**src/rtl/led_pkg.sv**
```systemverilog
// Shared LED constants and types used by the chaser and the afterglow PWM stage.
package led_pkg;

  localparam int unsigned N_LED  = 8;
  localparam int unsigned DUTY_W = 4;

  typedef logic [DUTY_W-1:0] level_t;

  localparam level_t      MAX_LEVEL = level_t'((1 << DUTY_W) - 1);
  localparam int unsigned PERIOD    = (1 << DUTY_W) - 1;
  localparam level_t      CNT_LAST  = level_t'(PERIOD - 1);

  // Subtract without wrapping below zero.
  function automatic level_t sat_sub(level_t a, level_t b);
    return (a > b) ? level_t'(a - b) : '0;
  endfunction

endpackage

```
**src/rtl/led_pwm_channel.sv**
```systemverilog
// One LED channel: brightness level with set/decay, frame-latched duty, registered PWM compare.
module led_pwm_channel
  import led_pkg::*;
#(
  parameter int unsigned DECAY_STEP = 1
) (
  input  logic              clock,
  input  logic              reset,
  input  logic              enable,
  input  logic              led_bit,
  input  logic [DUTY_W-1:0] cnt,
  input  logic              boundary,
  input  logic              decay,
  output logic              pwm_bit
);

  localparam level_t Step = level_t'(DECAY_STEP);

  level_t level;
  level_t level_next;
  level_t active;

  // A lit chaser bit wins over a coincident decay step.
  always_comb begin
    level_next = level;
    if (led_bit) begin
      level_next = MAX_LEVEL;
    end else if (decay) begin
      level_next = sat_sub(level, Step);
    end
  end

  always_ff @(posedge clock) begin
    if (reset) begin
      level   <= '0;
      active  <= '0;
      pwm_bit <= 1'b0;
    end else if (enable) begin
      level <= level_next;
      // Latch duty only at frame boundaries so a frame never glitches.
      if (boundary) begin
        active <= level_next;
      end
      pwm_bit <= (cnt < active);
    end else begin
      pwm_bit <= 1'b0;
    end
  end

endmodule

```
**src/rtl/led_afterglow_pwm.sv**
```systemverilog
// Afterglow PWM stage: lit chaser LEDs go to full brightness and fade out as a trail.
module led_afterglow_pwm
  import led_pkg::*;
#(
  parameter int unsigned DECAY_DIV  = 16,
  parameter int unsigned DECAY_STEP = 1
) (
  input  logic             clock,
  input  logic             reset,
  input  logic             enable,
  input  logic [N_LED-1:0] led_in,
  output logic [N_LED-1:0] pwm_out,
  output logic             frame_tick
);

  localparam int unsigned       FrameW    = (DECAY_DIV > 1) ? $clog2(DECAY_DIV) : 1;
  localparam logic [FrameW-1:0] FrameLast = FrameW'(DECAY_DIV - 1);

  logic [DUTY_W-1:0] cnt;
  logic [DUTY_W-1:0] cnt_next;
  logic [FrameW-1:0] frame_cnt;
  logic [FrameW-1:0] frame_cnt_next;
  logic              boundary;
  logic              decay;

  always_comb begin
    boundary       = enable && (cnt == CNT_LAST);
    decay          = boundary && (frame_cnt == FrameLast);
    cnt_next       = cnt;
    frame_cnt_next = frame_cnt;
    if (enable) begin
      cnt_next = boundary ? '0 : cnt + 1'b1;
    end
    if (boundary) begin
      frame_cnt_next = decay ? '0 : frame_cnt + 1'b1;
    end
  end

  always_ff @(posedge clock) begin
    if (reset) begin
      cnt        <= '0;
      frame_cnt  <= '0;
      frame_tick <= 1'b0;
    end else begin
      cnt        <= cnt_next;
      frame_cnt  <= frame_cnt_next;
      // High exactly while cnt is 0; boundary is already gated by enable.
      frame_tick <= boundary;
    end
  end

  for (genvar i = 0; i < N_LED; i++) begin : g_ch
    led_pwm_channel #(
      .DECAY_STEP (DECAY_STEP)
    ) u_ch (
      .clock    (clock),
      .reset    (reset),
      .enable   (enable),
      .led_bit  (led_in[i]),
      .cnt      (cnt),
      .boundary (boundary),
      .decay    (decay),
      .pwm_bit  (pwm_out[i])
    );
  end

endmodule

```
**config.mk**
```make
export PLATFORM = sky130hd
export DESIGN_NAME = led_afterglow_pwm
export DESIGN_NICKNAME = d
export VERILOG_FILES = /design/src/rtl/led_pkg.sv /design/src/rtl/led_pwm_channel.sv /design/src/rtl/led_afterglow_pwm.sv
export SDC_FILE = /design/constraint.sdc
export NUM_CORES = 1
export LEC_CHECK = 0
export CAP_MARGIN = 20
export CORE_UTILIZATION = 35
export DETAILED_ROUTE_END_ITERATION = 8
export GPL_ROUTABILITY_DRIVEN = 0
export PLACE_DENSITY = 0.57
export SYNTH_ARGS = -nofsm -noshare
export SYNTH_HDL_FRONTEND = slang
export SYNTH_SLANG_ARGS = --single-unit
```
**constraint.sdc**
```tcl
create_clock -name clock -period 4.2 [get_ports clock]
set_clock_uncertainty 0.05 [all_clocks]
set_input_delay 1.26 -clock clock [delete_from_list [all_inputs] [get_ports clock]]
set_output_delay 1.26 -clock clock [all_outputs]
set_load 0.01 [all_outputs]
```
Yosys cells after proc, flatten, opt, wreduce, memory -nomap -nowiden
Index checks and enable logic that the tools add are counted.
{ "totals": {"reg_bits": 81, "output_inout_bits": 9, "word_cells": 86} }
{ "op_classes": {"addsub": 10, "magnitude_cmp": 16, "n_eq_ne": 2, "mux": 26, "bitwise": 1, "reduce_logical": 4} }
{ "ops": {"columns": ["operator", "n"], "rows": [
  ["$mux W4", 26],
  ["$gt A4 B1 Y1 const B", 8],
  ["$lt A4 B4 Y1", 8],
  ["$sub A4 B1 Y4 const B", 8],
  ["$add A4 B1 Y4 const B", 2],
  ["$eq A4 B4 Y1 const B", 2],
  ["$logic_and A1 B1 Y1", 2],
  ["$reduce_and A2 Y1", 1],
  ["$reduce_or A2 Y1", 1],
  ["$not A1 Y1", 1]
]} }

Longest topological paths before layout
{ "logic_depth": {"ltp_word": 5, "ltp_mapped": 9, "ltp_nobuf": 7} }

Modules after synthesis
A second synthesis with hierarchy kept.
{ "unflattened": {"hier_cells": 586, "area_unflattened_um2": 4926.0} }
{ "modules_own_cells": {"columns": ["module", "n_inst", "cells_per_inst", "area_each_um2", "seq_area_each_um2"], "rows": [
  ["led_pwm_channel", 8, 67, 564.3, 180.2],
  ["led_afterglow_pwm", 1, 50, 411.6, 180.2]
]} }

Least setup slack after synthesis
Ideal clock, no wire load.
{ "synth_timing": {"path_kind": "input to register", "from": "in enable", "to": "reg g_ch[3].u_ch.level[3]", "arrival_ns": 2.288, "required_ns": 4.011, "path_slack_ns": 1.724, "cell_stages": 4, "n_path_buf": 0, "cell_sequence": "nand4_2 or4_1 a221oi_2 a211oi_1"} }
{ "synth_between": {"elab_chain_cells": 4} }
{ "synth_rtl": {"columns": ["element", "line", "rtl"], "rows": [
  ["start: declaration", "led_afterglow_pwm.sv:10", "input logic enable,"],
  ["$logic_and A1 B1 Y1", "led_afterglow_pwm.sv:27", "boundary = enable && (cnt == CNT_LAST);"],
  ["$logic_and A1 B1 Y1", "led_afterglow_pwm.sv:28", "decay = boundary && (frame_cnt == FrameLast);"],
  ["$mux W4", "led_pwm_channel.sv:28", "end else if (decay) begin"],
  ["$mux W4", "led_pwm_channel.sv:26", "if (led_bit) begin"],
  ["end signal: assignment", "led_pwm_channel.sv:39", "level <= level_next;"],
  ["end: declaration", "led_pwm_channel.sv:19", "level_t level;"]
]} }
Several ways; a longest one is shown, not always the timed one.
A chain may end at the register's enable or synchronous reset.

Worst setup path in the final report
{ "layout_timing": {"from": "in enable", "to": "reg g_ch[7].u_ch.active[3]"} }
{ "layout_between": {"elab_chain_cells": 4} }
{ "layout_rtl": {"columns": ["element", "line", "rtl"], "rows": [
  ["$logic_and A1 B1 Y1", "led_afterglow_pwm.sv:27", null],
  ["$logic_and A1 B1 Y1", "led_afterglow_pwm.sv:28", null],
  ["$mux W4", "led_pwm_channel.sv:28", null],
  ["$mux W4", "led_pwm_channel.sv:26", null],
  ["end signal: assignment", "led_pwm_channel.sv:42", "active <= level_next;"],
  ["end: declaration", "led_pwm_channel.sv:21", "level_t active;"]
]} }
Several ways; a longest one is shown, not always the timed one.

==> run summary <==
Placed Cells: 711
Via count: 3873
WP data arrival: 3.35 ns
Post-CTS setup buffer count: 0
Max_cap viols: 0
Drt drc: 0
Worst slew margin: 48.79%
Synth Net Count: 610
Post-synth EDFFs: 0
Non-filler instance count after layout: 725
Hold path start: g_ch[4].u_ch.active[3]
Number of port buffers: 19
Vias per cell: 5.342
Initial antenna violation count: 0
Reg-to-reg startpoint: cnt[0]
DR WL/cell: 15.40 um
Clk root buf: clkbuf_16
First-pass DRT Iterations: 4
Initial core utilization: 36.04%
Cell Rows: 41
Synth unique cells: 40
Vias in the first global route: 3651
Largest net degree at the start of global routing: 30
CTS tree: yes
Post-route setup TNS: 0 ns
Synth area leader: dfxtp_1
Antenna Nets Post-Route: 0
Synth Instances: 556
Synthesis-to-finish area growth: 12.93%
Clk slew on worst S/H paths: 0.06 ns
Starting DRT DRC Count: 222
Crit Path Category: in -> reg
Area of the core: 12720 um^2
Area of the multi-input gates: 2569 um^2
FF+latch count, synth: 81
CTS buffer count: 9
FF-to-FF End: g_ch[2].u_ch.active[1]
Tightest Hold Check Type: reg -> reg
Hold slack: 0.4029 ns
Hold depth: 2
Share of flip-flops with an asynchronous set or reset: 0%
DIE AREA: 13560 um^2
Mean post-synth cell area: 8.248 um^2
Worst EP required: 4.34 ns
Worst Tran Pin Value: 0.7653 ns
Clk sinks: 81
Worst vdd ir: 165.1 uV
Num ports: 20
Final Instance Area: 5179 um^2
Worst Reg-to-Reg Cells: 7
Clock Latency Late Sink: 0.33 ns
Achievable Freq: 312.1 MHz
Main synth FF type: dfxtp_1
YS warnings: 0
Hold buffer count at CTS: 0
Placed cell area: 4846 um^2
CTS max path bufs: 2
Die X: 116.5 um
Synth top area cells: dfxtp_1 (35%), ha_1 (12%), a211oi_1 (6.1%)
Top-area cell type share of the netlist area: 35.36%
Fin. Hold Viols: 0
Nets: 604
Antenna cell count: 0
GR Overflow Total: 0
Power Density: 375.8 nW/um^2
Mapped Area: 4586 um^2
GRT Total Usage: 17.64%
Post-CTS resize count: 0
Power Total: 1.946 mW
Detailed Place HPWL: 7431 um
Max Slew Vio Count: 0
Fillers: 1340
Total routed wirelength: 11170 um
Die Height: 116.5 um
CP startpoint kind: input port
Share of layout cells above drive strength 1: 6.872%
Final Setup Violations: 0
H-tree depth: 3
First-pass GRT wire length: 18310 um
WHS Endpoint: g_ch[4].u_ch.active[3]
RSZ-0062 raised after global routing: false
Tmin final: 3.204 ns
Sequential fraction of the synthesis area: 35.36%
Crit end category: flop
Reg area: 1622 um^2
Outcome: complete, no violations
Period utilisation layout: 76.30%
Worst reg-to-reg setup slack: 1.44 ns
Leakage: 1.912 nW
Critical Path Fanout Max: 12
cells in the mapped netlist (all sizes together) (3+ instances only):
cell	instances
nor3	37
xnor2	5
buf	18
or4	3
nand2	42
nand3	9
xor2	3
nand2b	11
a221oi	11
a211oi	37
o31ai	17
nand4	3
a31oi	5
or2	9
nor4	3
clkbuf	28
ha	43
nor2	39
a21oi	28
a21o	16
dfxtp	81
o21ai	27
mux2i	10
o41ai	4
inv	47
o32ai	8
metrics by stage:
| stage | worst slack (ns) | utilization, % |
|---|---|---|
| final | 0.9955 | 40.71 |
| after global routing | 0.8393 | 40.71 |
| after CTS | 1.016 | 40.71 |
| after detailed placement | 0.6705 | 38.09 |
| after global placement | 0.7782 | 38.09 |
| after floorplan | 1.724 | - |
how the worst max path moves through the flow:
stage | start | to | slack (ns) | cells past startpoint
floorplan | enable | g_ch[3].u_ch.level[3] | 1.72 | 4
global placement | enable | g_ch[7].u_ch.active[3] | 0.78 | 6
detailed placement | enable | g_ch[7].u_ch.level[3] | 0.67 | 6
CTS | enable | g_ch[7].u_ch.active[3] | 1.02 | 6
global route | enable | g_ch[4].u_ch.active[1] | 0.84 | 7
finish | enable | g_ch[7].u_ch.active[3] | 1.0 | 6
critical path, cell delays in order:
cell and delay [ns]:
clkdlybuf4s50_1 0.54, buf_4 0.24, nand4_2 0.22, or4_1 0.63
a221oi_2 0.33, a211oi_1 0.11
state kept, by name, indices dropped and copies added, names as in the netlist:
name	cells
g_ch.u_ch.active	32
g_ch.u_ch.pwm_bit	8
cnt	4
g_ch.u_ch.level	32
frame_tick	1
frame_cnt	4
kinds of logic after synthesis:
family                     after synthesis  synth area share [%]
buffers and inverters                   94                 8.622
and+or+nand+nor                        166                 17.57
AOI/OAI and AO/OA                      154                 23.00
xor gates and xnor gates                 8                 1.528
muxes                                   10                 2.183
DFF                                     81                 35.36
adders and majority gates               43                 11.73
layer usage:
layer / track usage (%) / up-vias / part of all wire, %
met3: 2.750 / 14 / 4.6
met4: 7.949 / 0 / 2.1
met5: 0 / - / 0
met1: 22.98 / 1805 / 47
met2: 28.72 / 86 / 46
li1: - / 1968 / -
area by class of cell:
type,instances,share of cell area [%]
sequential,81,31.31
timing repair buffer,29,5.025
clock buffer,11,4.687
multi-input combinational,381,49.60
inverter,48,3.479
tap,172,4.156
clock inverter,3,1.740
cells in the final DEF, fill, tap and decap left out, types with 2 or more instances in the layout:
| master | count |
|---|---|
| and3b_1 | 2 |
| clkdlybuf4s50_1 | 18 |
| a211oi_1 | 37 |
| inv_1 | 47 |
| and3_1 | 2 |
| or4_1 | 3 |
| mux2i_1 | 10 |
| nand2b_1 | 11 |
| xor2_1 | 3 |
| nor3_1 | 37 |
| nand2_1 | 41 |
| nand4_1 | 2 |
| a31oi_1 | 5 |
| o32ai_1 | 8 |
| o31ai_1 | 17 |
| a21oi_1 | 28 |
| a21o_1 | 16 |
| o21ai_1 | 2 |
| o21ai_0 | 25 |
| or2_2 | 9 |
| xnor2_1 | 5 |
| nand3_1 | 9 |
| nor4b_1 | 2 |
| a221oi_2 | 2 |
| or3_1 | 2 |
| nor4_1 | 3 |
| a221oi_1 | 9 |
| o41ai_1 | 4 |
| dfxtp_1 | 81 |
| buf_4 | 10 |
| nor2_1 | 38 |
| bufinv_16 | 3 |
| clkbuf_16 | 9 |
| ha_1 | 43 |
power breakdown:
part           internal [mW]  switching, mW  total [mW]  leakage [nW]
registers              0.796         0.0378       0.834         0.661
logic                 0.0968          0.123       0.220          1.09
clock network          0.591          0.301       0.892         0.162
total                   1.48          0.462        1.95          1.91
Power figures use the tool's default switching activity.
